**src/rtl/load_store_unit.sv**
```systemverilog
// load_store_unit: registered load/store stage with req/gnt/rvalid memory handshake; define MISALIGN_TRAP_EN to trap misaligned accesses
module load_store_unit #(
  parameter int XLEN = 32,
  parameter int TIMEOUT_CYCLES = 16
) (
  input  logic              clk_i,
  input  logic              rst_i,
  input  logic              req_valid_i,
  output logic              req_ready_o,
  input  logic              is_store_i,
  input  logic [1:0]        size_i,
  input  logic              unsigned_i,
  input  logic [XLEN-1:0]   rs1_i,
  input  logic [XLEN-1:0]   rs2_i,
  input  logic [XLEN-1:0]   imm_i,
  output logic              dmem_req_o,
  output logic              dmem_we_o,
  output logic [XLEN-1:0]   dmem_addr_o,
  output logic [XLEN/8-1:0] dmem_be_o,
  output logic [XLEN-1:0]   dmem_wdata_o,
  input  logic              dmem_gnt_i,
  input  logic              dmem_rvalid_i,
  input  logic [XLEN-1:0]   dmem_rdata_i,
  output logic              done_o,
  output logic [XLEN-1:0]   load_data_o,
  output logic              err_o,
  output logic [1:0]        err_cause_o,
  output logic              busy_o
);
  localparam int NB = XLEN / 8;
  localparam int OFFW = $clog2(NB);
  localparam int CW = TIMEOUT_CYCLES > 1 ? $clog2(TIMEOUT_CYCLES) : 1;
  localparam logic [CW-1:0] CNT_LAST = CW'(TIMEOUT_CYCLES > 0 ? TIMEOUT_CYCLES - 1 : 0);
  localparam logic [1:0] IDLE = 2'd0, REQ = 2'd1, WAIT = 2'd2, DONE = 2'd3;
  logic [1:0] state, cause, err_next, size_q;
  logic store_q, uns_q, illegal;
  logic [OFFW-1:0] off_raw, mask, off, off_q;
  logic [XLEN-1:0] ea, shifted, lifted, ext, ld_q;
  logic [NB-1:0] be_n;
  logic [6:0] sa;
  logic [CW-1:0] cnt;
`ifdef MISALIGN_TRAP_EN
  logic misalign;
`endif
  // Request-side decode: effective address, lane offset, byte enables and error classification
  always_comb begin
    ea = rs1_i + imm_i;
    off_raw = ea[OFFW-1:0];
    mask = OFFW'((4'd1 << size_i) - 4'd1);
    illegal = (XLEN == 32) && (size_i == 2'd3);
`ifdef MISALIGN_TRAP_EN
    misalign = |(off_raw & mask);
    off = off_raw;
    err_next = illegal ? 2'd2 : misalign ? 2'd1 : 2'd0;
`else
    off = off_raw & ~mask;
    err_next = illegal ? 2'd2 : 2'd0;
`endif
    be_n = ~({NB{1'b1}} << (5'd1 << size_i)) << off;
  end
  // Load-side extraction: move the addressed lane to bit 0, then truncate and extend via a shift pair
  always_comb begin
    shifted = dmem_rdata_i >> {off_q, 3'b000};
    sa = 7'(XLEN) - (7'd8 << size_q);
    lifted = shifted << sa;
    ext = uns_q ? lifted >> sa : $unsigned($signed(lifted) >>> sa);
  end
  // Access FSM; the memory-side fields are captured once at accept and held until grant
  always_ff @(posedge clk_i or posedge rst_i)
    if (rst_i) begin
      state <= IDLE;
      cause <= 2'd0;
      size_q <= 2'd0;
      store_q <= 1'b0;
      uns_q <= 1'b0;
      off_q <= '0;
      ld_q <= '0;
      cnt <= '0;
      dmem_we_o <= 1'b0;
      dmem_addr_o <= '0;
      dmem_be_o <= '0;
      dmem_wdata_o <= '0;
    end else
      case (state)
        IDLE: if (req_valid_i) begin
          store_q <= is_store_i;
          size_q <= size_i;
          uns_q <= unsigned_i;
          off_q <= off;
          dmem_we_o <= is_store_i;
          dmem_addr_o <= {ea[XLEN-1:OFFW], {OFFW{1'b0}}};
          dmem_be_o <= be_n;
          dmem_wdata_o <= rs2_i << {off, 3'b000};
          cause <= err_next;
          ld_q <= '0;
          cnt <= '0;
          state <= err_next != 2'd0 ? DONE : REQ;
        end
        REQ: if (dmem_gnt_i) state <= store_q ? DONE : WAIT;
        WAIT: if (dmem_rvalid_i) begin
          ld_q <= ext;
          state <= DONE;
        end else if (TIMEOUT_CYCLES != 0 && cnt == CNT_LAST) begin
          cause <= 2'd3;
          state <= DONE;
        end else
          cnt <= cnt + CW'(1);
        default: state <= IDLE;
      endcase
  assign req_ready_o = state == IDLE;
  assign busy_o = !req_ready_o;
  assign dmem_req_o = state == REQ;
  assign done_o = state == DONE;
  assign err_o = done_o && cause != 2'd0;
  assign err_cause_o = done_o ? cause : 2'd0;
  assign load_data_o = done_o ? ld_q : '0;
endmodule

```
**config.mk**
```make
export PLATFORM = sky130hd
export DESIGN_NAME = load_store_unit
export DESIGN_NICKNAME = d
export VERILOG_FILES = /design/src/rtl/load_store_unit.sv
export SDC_FILE = /design/constraint.sdc
export NUM_CORES = 1
export LEC_CHECK = 0
export ABC_AREA = 1
export CAP_MARGIN = 40
export CORE_ASPECT_RATIO = 1.5
export CORE_MARGIN = 4
export CORE_UTILIZATION = 47
export DETAILED_ROUTE_END_ITERATION = 8
export GPL_ROUTABILITY_DRIVEN = 0
export MAX_ROUTING_LAYER = met4
export PLACE_DENSITY = 0.89
export SYNTH_ARGS = -nofsm -noshare
export SYNTH_HDL_FRONTEND = slang
export SYNTH_SLANG_ARGS = --single-unit
```
**constraint.sdc**
```tcl
create_clock -name clk_i -period 8.05 [get_ports clk_i]
set_clock_uncertainty 0.05 [all_clocks]
set_input_delay 0.805 -clock clk_i [delete_from_list [all_inputs] [get_ports clk_i]]
set_output_delay 0.805 -clock clk_i [all_outputs]
set_load 0.005 [all_outputs]
```
==> summary.md, run 1 <==
| Metric | Value |
|---|---|
| Setup CP Type | `in2reg` |
| Crit path time final | `3.165 ns` |
| Layout Nets | `1,634` |
| Worst-margin pin slew | `0.9759 ns` |
| CTS Buffer Depth | `2` |
| Gr usage total | `27.66%` |
| Area growth, synth to finish | `35.38%` |
| Critical Path RT | `8.23 ns` |
| Setup crit end kind | `flop` |
| CTS tree | `yes` |
| GRT Residual Overflow | `0` |
| Crit path DAT | `3.35 ns` |
| Startpoint Class | `input pin` |
| GR peak layer | `met2` |
| Core box area | `16,910 sq um` |
| Root Driver | `clkbuf_16` |
| Crit Path Max Fanout | `31` |
| Status | `finished clean` |
| R2r setup slk | `5.18 ns` |
| GRT met3 Usage | `3.639%` |
| Post-CTS Resized | `0` |
| Most instantiated library cell after synthesis | `nand2_1` |
| Clock latency on the worst-skew pair | `0.35 ns` |
| Pwr Density | `276.9 nW/um^2` |
| DIE HEIGHT | `169.6 um` |
| FF/Latch Area | `2803 sq um` |
| Fraction of registers with async set or reset after synthesis | `100.0%` |
| Top cells by area, synth | `dfrtp_1, nand2_1, inv_1` |
| Grt met1 use | `29.21%` |
| ANT cells | `0` |
| Pwr Total | `0.003066 W` |
| Detailed Routing Iterations Pass 1 | `6` |
| F_max | `0.3159 GHz` |
| Top_reg_cell synth | `dfrtp_1` |
| # hold bufs at CTS | `0` |
| Routed via count | `9,031` |
| Post-CTS Setup Repair Bufs | `0` |
| Number of max-cap violations | `0` |
| Share of layout cells above drive strength 1 | `5.939%` |
| #FFs+latches synth | `112` |
| Area of the multi-input gates | `4469 sq um` |
| Total CTS buffers | `9` |
| Die Wd | `115.7 um` |
| Vias in the first global route | `8,610` |
| RSZ-0062 raised after global routing | `no` |
| Worst VDD drop | `0.2132 mV` |
| Share of the synthesized area in the top cell type | `34.26%` |
| Mapped Area | `8180 sq um` |
| Commonest cells post-synth | `nand2_1, inv_1, dfrtp_1` |
| H-tree depth | `3` |
| Routed WL | `26,950 um` |
| Fillcell total | `1,435` |
| Drt drc | `0` |
| Lkg Pwr | `5.754 nW` |
| Post-synth top area cell | `dfrtp_1` |
| Number of distinct library cells after synthesis | `49` |
| Max Slew Vio Count | `0` |
| Global-route wire length before repair | `41,970 um` |
| WL/cell | `16.09 um` |
| Die area | `19,620 sq um` |
| Relative slew slack | `34.94%` |
| Clock sinks | `112` |
| M2 GR Usage | `50.03%` |
| Ys Warns | `0` |
| Synth Area per Inst | `6.602 sq um` |
| Via/cell ratio | `5.392` |
| DRT iter0 DRCs | `878` |
| I/O Buffers | `242` |
| Final setup viols | `0` |
| Number of flops mapped to enable cells by yosys | `0` |
| Mapped Cells | `1,239` |
| Register area share after synthesis | `34.26%` |
| Final Hold Fails | `0` |
| Post-DP HPWL | `21,270 um` |
| Final period utilization | `39.32%` |
| Initial Util | `48.38%` |
| Initial antenna violation count | `0` |
| Largest net degree at the start of global routing | `61` |
| CTS clock-pin slew for the worst setup and hold paths | `0.10 ns` |
| Setup_tns | `0 ns` |
| I/O pin count | `245` |
| Std cell rows | `58` |
| Worst hold path type | `reg2reg` |
| DRT antenna net count | `0` |
[cell usage in the layout, fill, tap and decap left out, drive strengths merged, types with 16 or more instances in the layout]
cell           count
a21oi             60
clkdlybuf4s50    242
dfrtp            112
ha                36
inv              197
nand2            474
nand3             73
nor2              70
o21ai             99
o221ai            16
[layer usage]
metal	part of all wire, %	wire length [um]
met4	4.9	1332
met2	52	13910
met1	36	9685
met5	0	0
met3	7.5	2026
[final cells by class]
| cell class | instances | area share, % |
|---|---|---|
| timing repair buffer | 248 | 22.57 |
| sequential | 112 | 25.31 |
| multi-input combinational | 897 | 40.36 |
| tap | 210 | 2.373 |
| clock buffer | 9 | 2.034 |
| clock inverter | 7 | 0.8248 |
| inverter | 192 | 6.530 |
[cells by family (layout without fill, tap and decap cells)]
logic type,Yosys count,count (layout),share of synthesized area [%]
AND/OR/NAND/NOR,646,646,33.30
buffers and inverters,231,456,11.15
AO/OA/AOI/OAI,199,199,14.04
flip-flops,112,112,34.26
adder cells (fa/ha/maj),37,37,5.751
XOR/XNOR,10,10,1.071
multiplexers,3,3,0.3824
other,1,2,0.04584
[report_power, final]
group | internal [W] | switching [W] | total [W]
clock network | 0.000230 | 0.000253 | 0.000482
registers | 0.000802 | 0.000193 | 0.000995
logic | 0.000725 | 0.000864 | 0.00159
total | 0.00176 | 0.00131 | 0.00307
[worst max-delay path, stage by stage]
cell and delay (ns):
clkdlybuf4s50_1 0.44, ha_1 0.32, nand2_1 0.70, inv_1 0.56, o21ai_0 0.37, o221ai_1 0.15
[worst paths after layout]
kind	start	cells past startpoint	to
setup / recovery	rs1_i[0]	6	dmem_wdata_o[29]
hold / removal	dmem_addr_o[14]	2	dmem_addr_o[14]
setup reg to reg	state[0]	8	size_q[1]
hold reg to reg	dmem_addr_o[14]	2	dmem_addr_o[14]
max in group asynchronous	rst_i	4	dmem_addr_o[4]
min in group asynchronous	rst_i	2	dmem_be_o[0]
[metrics by stage]
step | setup slack, ns | utilization (%) | instance area, sq um | hold slack, ns | instances
5_1_grt | 4.720 | 65.50 | 11070 | 0.4530 | 1675
3_5_place_dp | 4.580 | 63.62 | 10760 | 0.4154 | 1659
6_report | 4.885 | 65.50 | 11070 | 0.4313 | 1675
3_3_place_gp | 4.430 | 63.34 | 10710 | 0.4117 | 1657
4_1_cts | 4.978 | 65.50 | 11070 | 0.4364 | 1675
2_1_floorplan | 4.236 | - | 8184 | 0.3987 | 1240
[registers in the layout, summed over array words and instances, names as in the netlist]
name          cells
cnt               4
dmem_wdata_o     32
size_q            2
uns_q             1
cause             2
dmem_addr_o      30
dmem_be_o         4
ld_q             32
store_q           1
state             2
off_q             2
(Power assumes the default switching activity.)
==> inputs of run 2 (changes only) <==
==> constraint.sdc (replaced) <==
create_clock -name clk_i -period 2.95 [get_ports clk_i]
set_clock_uncertainty 0.05 [all_clocks]
set_input_delay 0.295 -clock clk_i [delete_from_list [all_inputs] [get_ports clk_i]]
set_output_delay 0.295 -clock clk_i [all_outputs]
set_load 0.005 [all_outputs]
==> run 2 against run 1 <==
Against the previous run:
- core utilization grew 0.16 points
- via count up 1.6%
- die area is the same
- wire length is 2.3% higher
- cell count rose by 0.42%
- critical endpoint is now err_o
- flip-flop and latch count did not move
==> summary.md, run 2 (synthesized netlist as in run 1, its figures left out) <==
| Metric | Value |
|---|---|
| Status | `finished clean` |
| DIE HEIGHT | `169.6 um (unchanged)` |
| Drt drc | `0 (unchanged)` |
| Setup crit end kind | `output port` |
| Routed WL | `27,590 um (+2.3%)` |
| Final Hold Fails | `0 (unchanged)` |
| Worst-margin pin slew | `0.7594 ns (-0.2165 ns)` |
| I/O pin count | `245 (unchanged)` |
| Vias in the first global route | `9,115 (+5.9%)` |
| Worst VDD drop | `0.5161 mV (+140%)` |
| Setup_tns | `0 ns (unchanged)` |
| DRT antenna net count | `0 (unchanged)` |
| Detailed Routing Iterations Pass 1 | `5 (-1)` |
| GRT Residual Overflow | `0 (unchanged)` |
| FF-to-FF path depth | `7 (-1)` |
| Pwr Density | `759.6 nW/um^2 (+170%)` |
| Gr usage total | `28.70% (+1.0 points)` |
| FF/Latch Area | `2803 sq um (unchanged)` |
| Share of layout cells above drive strength 1 | `6.386% (+0.45 points)` |
| Crit path DAT | `2.24 ns (-1.11 ns)` |
| RSZ-0062 raised after global routing | `no` |
| Initial Util | `48.38% (unchanged)` |
| Lkg Pwr | `5.773 nW (+0.32%)` |
| F_max | `0.3866 GHz` |
| Die Wd | `115.7 um (unchanged)` |
| Fin cells | `1,682 (+0.42%)` |
| DRT iter0 DRCs | `793 (-9.7%)` |
| Max Slew Vio Count | `0 (unchanged)` |
| Fillcell total | `1,439 (+0.28%)` |
| Via/cell ratio | `5.457 (+1.2%)` |
| CTS tree | `yes` |
| Area growth, synth to finish | `35.70%` |
| Layout Nets | `1,641 (+0.43%)` |
| Clock sinks | `112 (unchanged)` |
| Total CTS buffers | `9 (unchanged)` |
| Initial antenna violation count | `0 (unchanged)` |
| CTS Buffer Depth | `2 (unchanged)` |
| Core box area | `16,910 sq um (unchanged)` |
| Final setup viols | `0 (unchanged)` |
| Setup CP Type | `reg2out` |
| # hold bufs at CTS | `0 (unchanged)` |
| I/O Buffers | `242 (unchanged)` |
| CP startpoint | `state[0]` |
| Relative slew slack | `49.37% (+14 points)` |
| Die area | `19,620 sq um (unchanged)` |
| Metal3 WL | `2097 um (+3.5%)` |
| Global-route wire length before repair | `43,710 um (+4.2%)` |
| WL/cell | `16.40 um (+1.9%)` |
| Final core utilization | `65.65% (+0.16 points)` |
| ANT cells | `0 (unchanged)` |
| Placed insts | `1,666 (+0.42%)` |
| Startpoint Class | `flop` |
| Clock latency on the worst-skew pair | `0.35 ns (about the same)` |
| H-tree depth | `3 (unchanged)` |
| Biggest regs | `dmem_wdata_o: 32 flops, ld_q: 32 flops, dmem_addr_o: 30 flops` |
| Routed via count | `9,178 (+1.6%)` |
| R2r setup slk | `0.61 ns (-4.57 ns)` |
| Std cell rows | `58 (unchanged)` |
| Reg-to-reg startpoint | `state[0]` |
| Worst hold path type | `in2async` |
| Largest net degree at the start of global routing | `56 (-8.2%)` |
| Most frequent cells in the layout | `nand2_1, clkdlybuf4s50_1, inv_1, dfrtp_1, o21ai_0` |
| Met2 wire len | `13,930 um (+0.15%)` |
| Final period utilization | `87.69%` |
| Met1 Wirelength | `9769 um (+0.87%)` |
| Number of max-cap violations | `0 (unchanged)` |
| Post-DP HPWL | `21,780 um (+2.4%)` |
| Leading cell type in the layout, fill and taps excluded | `nand2_1` |
| Crit path time final | `2.587 ns` |
| CTS clock-pin slew for the worst setup and hold paths | `0.10 ns (about the same)` |
| Root Driver | `clkbuf_16` |
| Crit Path Max Fanout | `13 (-58%)` |
| Critical Path RT | `2.61 ns (-5.62 ns)` |
| Area of the multi-input gates | `4469 sq um (unchanged)` |
| Post-CTS Resized | `0 (unchanged)` |
| Post-CTS Setup Repair Bufs | `0 (unchanged)` |
| Top Layer Used | `met4` |
-- run 2: area by class of cell --
class,instances,share of cell area [%]
Inverter,192,6.526
Clock inverter,7,0.8679
Multi-Input combinational cell,897,40.26
Timing Repair Buffer,255,22.70
Sequential cell,112,25.25
Tap cell,210,2.367
Clock buffer,9,2.029
-- run 2: layer usage --
| layer | global-route usage (%) | up-vias |
|---|---|---|
| met1 | 31.15 | 4152 |
| li1 | - | 4367 |
| met5 | - | - |
| met2 | 49.32 | 522 |
| met4 | 17.11 | 0 |
| met3 | 3.817 | 137 |
-- run 2: worst paths after layout --
path	end
setup / recovery	err_o
max in group asynchronous	dmem_addr_o[21]
min in group clk_i	dmem_addr_o[31]
hold / removal	dmem_wdata_o[7]
hold reg to reg	dmem_addr_o[31]
setup reg to reg	dmem_wdata_o[0]
-- run 2: through the flow --
step                instance area, sq um  hold slack [ns]  worst slack (ns)  power [W]
global placement                   10780           0.4125            0.4671   0.006927
floorplan                           8188           0.3546             1.074   0.005028
detailed placement                 10780           0.4150            0.3576   0.007074
global route                       11100          0.07953            0.2227   0.009039
finish                             11100          0.07989            0.3631   0.008433
CTS                                11100          0.07937            0.3540   0.008420
-- run 2: critical path: stages, from the launching register on --
cell             delay [ns]
dfrtp_1                0.40
ha_1                   0.54
buf_4                  0.29
nand2_1                0.08
nand2_1                0.07
clkdlybuf4s50_1        0.50
-- run 2: where the power goes --
part           switching, W  leakage, nW  total (W)  internal, W
registers          0.000451         1.43    0.00264      0.00219
logic               0.00247         4.18    0.00447      0.00200
clock network      0.000689        0.156    0.00132     0.000628
==> inputs of run 3 (changes only) <==
--- a/config.mk
+++ b/config.mk
@@ -5,15 +5,15 @@
 export SDC_FILE = /design/constraint.sdc
 export NUM_CORES = 1
 export LEC_CHECK = 0
-export ABC_AREA = 1
 export CAP_MARGIN = 40
 export CORE_ASPECT_RATIO = 1.5
 export CORE_MARGIN = 4
 export CORE_UTILIZATION = 47
 export DETAILED_ROUTE_END_ITERATION = 8
 export GPL_ROUTABILITY_DRIVEN = 0
+export GPL_TIMING_DRIVEN = 0
 export MAX_ROUTING_LAYER = met4
-export PLACE_DENSITY = 0.89
+export PLACE_DENSITY = 0.91
 export SYNTH_ARGS = -nofsm -noshare
 export SYNTH_HDL_FRONTEND = slang
 export SYNTH_SLANG_ARGS = --single-unit
==> constraint.sdc (replaced) <==
create_clock -name clk_i -period 3.2 [get_ports clk_i]
set_clock_uncertainty 0.05 [all_clocks]
set_input_delay 0.32 -clock clk_i [delete_from_list [all_inputs] [get_ports clk_i]]
set_output_delay 0.32 -clock clk_i [all_outputs]
set_load 0.005 [all_outputs]
==> run 3 against run 2 <==
Against the previous run:
- critical path type is now in2reg
- total power fell by 14%
- clock power fell by 17%
- final area fell by 8.0%
- flip-flop and latch count did not move
- synthesized area fell by 12%
- cell count fell by 24%
- synthesized cell count fell by 34%
- largest power group unchanged
==> summary.md, run 3 <==
| Metric | Value |
|---|---|
| Status | `finished clean` |
| Top cells by area, synth | `dfrtp_1, nand2_1, ha_1` |
| Root Driver | `clkbuf_16` |
| Post-CTS Setup Repair Bufs | `0 (unchanged)` |
| Biggest regs | `dmem_wdata_o: 32 flops, ld_q: 32 flops, dmem_addr_o: 30 flops` |
| Number of max-cap violations | `0 (unchanged)` |
| RSZ-0062 raised after global routing | `no` |
| Via/cell ratio | `5.807 (+6.4%)` |
| Most frequent cells in the layout | `clkdlybuf4s50_1, nand2_1, dfrtp_1, o21ai_0, a21oi_1` |
| WL/cell | `19.14 um (+17%)` |
| Setup CP Type | `in2reg` |
| Startpoint Class | `input pin` |
| Core box area | `15,070 sq um (-11%)` |
| Area growth, synth to finish | `42.16%` |
| Final Hold Fails | `0 (unchanged)` |
| I/O Buffers | `242 (unchanged)` |
| Critical path buffers and inverters | `2 (unchanged)` |
| Final core utilization | `67.77% (+2.1 points)` |
| Ys Warns | `0 (unchanged)` |
| GRT Residual Overflow | `0 (unchanged)` |
| Placed insts | `1,266 (-24%)` |
| Crit path cell chain | `clkdlybuf4s50_1 > ha_1 > inv_1 > fa_1 > and2b_1 > o2111ai_2 > a21oi_4 > a41oi_4 > o21a_4 > o2111a_1 > a221o_1` |
| Mapped Area | `7184 sq um (-12%)` |
| ANT cells | `0 (unchanged)` |
| Layout Nets | `1,252 (-24%)` |
| CP Depth | `11 (+6)` |
| Worst hold slack | `0.2028 ns (+0.1229 ns)` |
| Vias in the first global route | `7,775 (-15%)` |
| Commonest cells post-synth | `nand2_1, dfrtp_1, o21ai_0` |
| Register area share after synthesis | `39.01% (+4.7 points)` |
| Std cell rows | `55 (-5.2%)` |
| FF-to-FF path depth | `7 (unchanged)` |
| Clock sinks | `112 (unchanged)` |
| F_max | `0.3295 GHz` |
| Relative slew slack | `49.64% (+0.27 points)` |
| Number of distinct library cells after synthesis | `67 (+37%)` |
| Leading cell type in the layout, fill and taps excluded | `clkdlybuf4s50_1` |
| Post-DP HPWL | `19,740 um (-9.4%)` |
| Mapped Cells | `821 (-34%)` |
| Fin cells | `1,282 (-24%)` |
| Share of the synthesized area in the top cell type | `39.01% (+4.7 points)` |
| DRT antenna net count | `0 (unchanged)` |
| Die area | `17,370 sq um (-11%)` |
| Slowest cell on the critical path | `clkdlybuf4s50_1` |
| Post-synth top area cell | `dfrtp_1` |
| Crit path DAT | `3.22 ns (+0.98 ns)` |
| Family with the most delay on the worst path | `compound AO/OA/AOI/OAI gates` |
| I/O pin count | `245 (unchanged)` |
| Clock latency on the worst-skew pair | `0.35 ns (about the same)` |
| CTS Buffer Depth | `2 (unchanged)` |
| Setup crit end kind | `flop` |
| Share of layout cells above drive strength 1 | `3.878% (-2.5 points)` |
| Pwr Density | `708.0 nW/um^2 (-6.8%)` |
| Worst VDD drop | `0.4034 mV (-22%)` |
| Dpl ws | `-0.2152 ns (-0.5728 ns)` |
| Top_reg_cell synth | `dfrtp_1` |
| CP max stage delay | `0.46 ns (-0.08 ns)` |
| Gr usage total | `29.01% (+0.32 points)` |
| CTS clock-pin slew for the worst setup and hold paths | `0.07 ns (-0.03 ns)` |
| CTS tree | `yes` |
| #FFs+latches synth | `112 (unchanged)` |
| Most instantiated library cell after synthesis | `nand2_1` |
| Reg-to-reg startpoint | `state[0]` |
| Detailed Routing Iterations Pass 1 | `5 (unchanged)` |
| Initial antenna violation count | `0 (unchanged)` |
| Crit Path Max Fanout | `6 (-7)` |
| Global-route wire length before repair | `38,690 um (-11%)` |
| Worst hold path type | `in2async` |
| Crit path time final | `3.035 ns` |
| Reg-to-reg critical path endpoint | `dmem_wdata_o[23]` |
| Initial Util | `47.67% (-0.71 points)` |
| Final period utilization | `94.84%` |
| Critical Path RT | `3.39 ns (+0.78 ns)` |
| Worst-margin pin slew | `0.7526 ns (-0.006825 ns)` |
| DRT iter0 DRCs | `419 (-47%)` |
| Final setup viols | `0 (unchanged)` |
| Routed WL | `24,540 um (-11%)` |
| Total CTS buffers | `9 (unchanged)` |
| H-tree depth | `3 (unchanged)` |
| # hold bufs at CTS | `0 (unchanged)` |
| Die Wd | `109.0 um (-5.9%)` |
| Routed via count | `7,444 (-19%)` |
| DIE HEIGHT | `159.4 um (-6.0%)` |
| Number of flops mapped to enable cells by yosys | `0 (unchanged)` |
| Synth Area per Inst | `8.751 sq um (+33%)` |
| R2r setup slk | `0.44 ns (-0.17 ns)` |
| Slack of the critical path | `0.1652 ns (-0.1978 ns)` |
| Drt drc | `0 (unchanged)` |
| Fraction of registers with async set or reset after synthesis | `100.0% (unchanged)` |
| Max Slew Vio Count | `0 (unchanged)` |
| Largest net degree at the start of global routing | `39 (-30%)` |
| Lkg Pwr | `4.420 nW (-23%)` |
[run 3: worst reg2reg max path, cell delays in order (launching register included)]
cell      delay (ns)
dfrtp_1         0.41
inv_1           0.10
ha_1            0.27
and2_1          0.21
clkbuf_1        0.38
nand2_1         0.34
nor2_1          0.67
a221o_1         0.27
[run 3: final cells by class]
cell class	instances	area, sq um
Fill cell	1188	4857
Multi-Input combinational cell	645	4139
Sequential cell	112	2803
Timing Repair Buffer	245	2482
Tap cell	199	249.0
Clock buffer	11	242.7
Buffer	47	186.4
Inverter	18	71.32
Clock inverter	5	40.04
[run 3: worst max-delay path by stage]
| stage | startpoint | slack [ns] | end |
|---|---|---|---|
| 2_1_floorplan | rs1_i[0] | 0.58 | dmem_addr_o[28] |
| 3_3_place_gp | rs1_i[0] | -0.19 | dmem_addr_o[28] |
| 3_5_place_dp | rs1_i[0] | -0.22 | dmem_addr_o[28] |
| 4_1_cts | rs1_i[0] | 0.14 | dmem_addr_o[28] |
| 5_1_grt | imm_i[0] | 0.08 | dmem_addr_o[28] |
| 6_report | rs1_i[0] | 0.17 | dmem_addr_o[28] |
[run 3: metal layers]
| metal | share of wire [%] | GRT usage, % | wire (um) |
|---|---|---|---|
| met5 | 0 | - | 0 |
| met4 | 6.1 | 17.06 | 1506 |
| met3 | 7.4 | 5.193 | 1811 |
| met2 | 51 | 49.72 | 12610 |
| met1 | 35 | 30.44 | 8611 |
[run 3: logic make-up after synthesis]
| group | synth area share [%] |
|---|---|
| AND/OR/NAND/NOR | 18.06 |
| AO/OA/AOI/OAI | 25.84 |
| flip-flops | 39.01 |
| buffers and inverters | 3.535 |
| adder cells (fa/ha/maj) | 6.548 |
| multiplexers | 3.779 |
| XOR/XNOR | 3.170 |
| other | 0.05220 |
[run 3: power by group]
group | switching, W | total (W) | internal, W
Sequential | 0.000354 | 0.00237 | 0.00202
Clock | 0.000530 | 0.00109 | 0.000555
Combinational | 0.00193 | 0.00377 | 0.00184
[run 3: repair_timing]
action                     CTS  global route
resized for setup            0             1
setup endpoints to repair    0             2
hold endpoints to repair     0             0
[run 3: stage by stage]
stage | power (W) | setup TNS, ns | cell area (sq um)
after floorplan | 0.004289 | 0 | 7192
after global placement | 0.006012 | -0.5349 | 9863
after detailed placement | 0.006152 | -0.6664 | 9923
after CTS | 0.007251 | 0 | 10210
after global routing | 0.007752 | 0 | 10210
final | 0.007231 | 0 | 10210
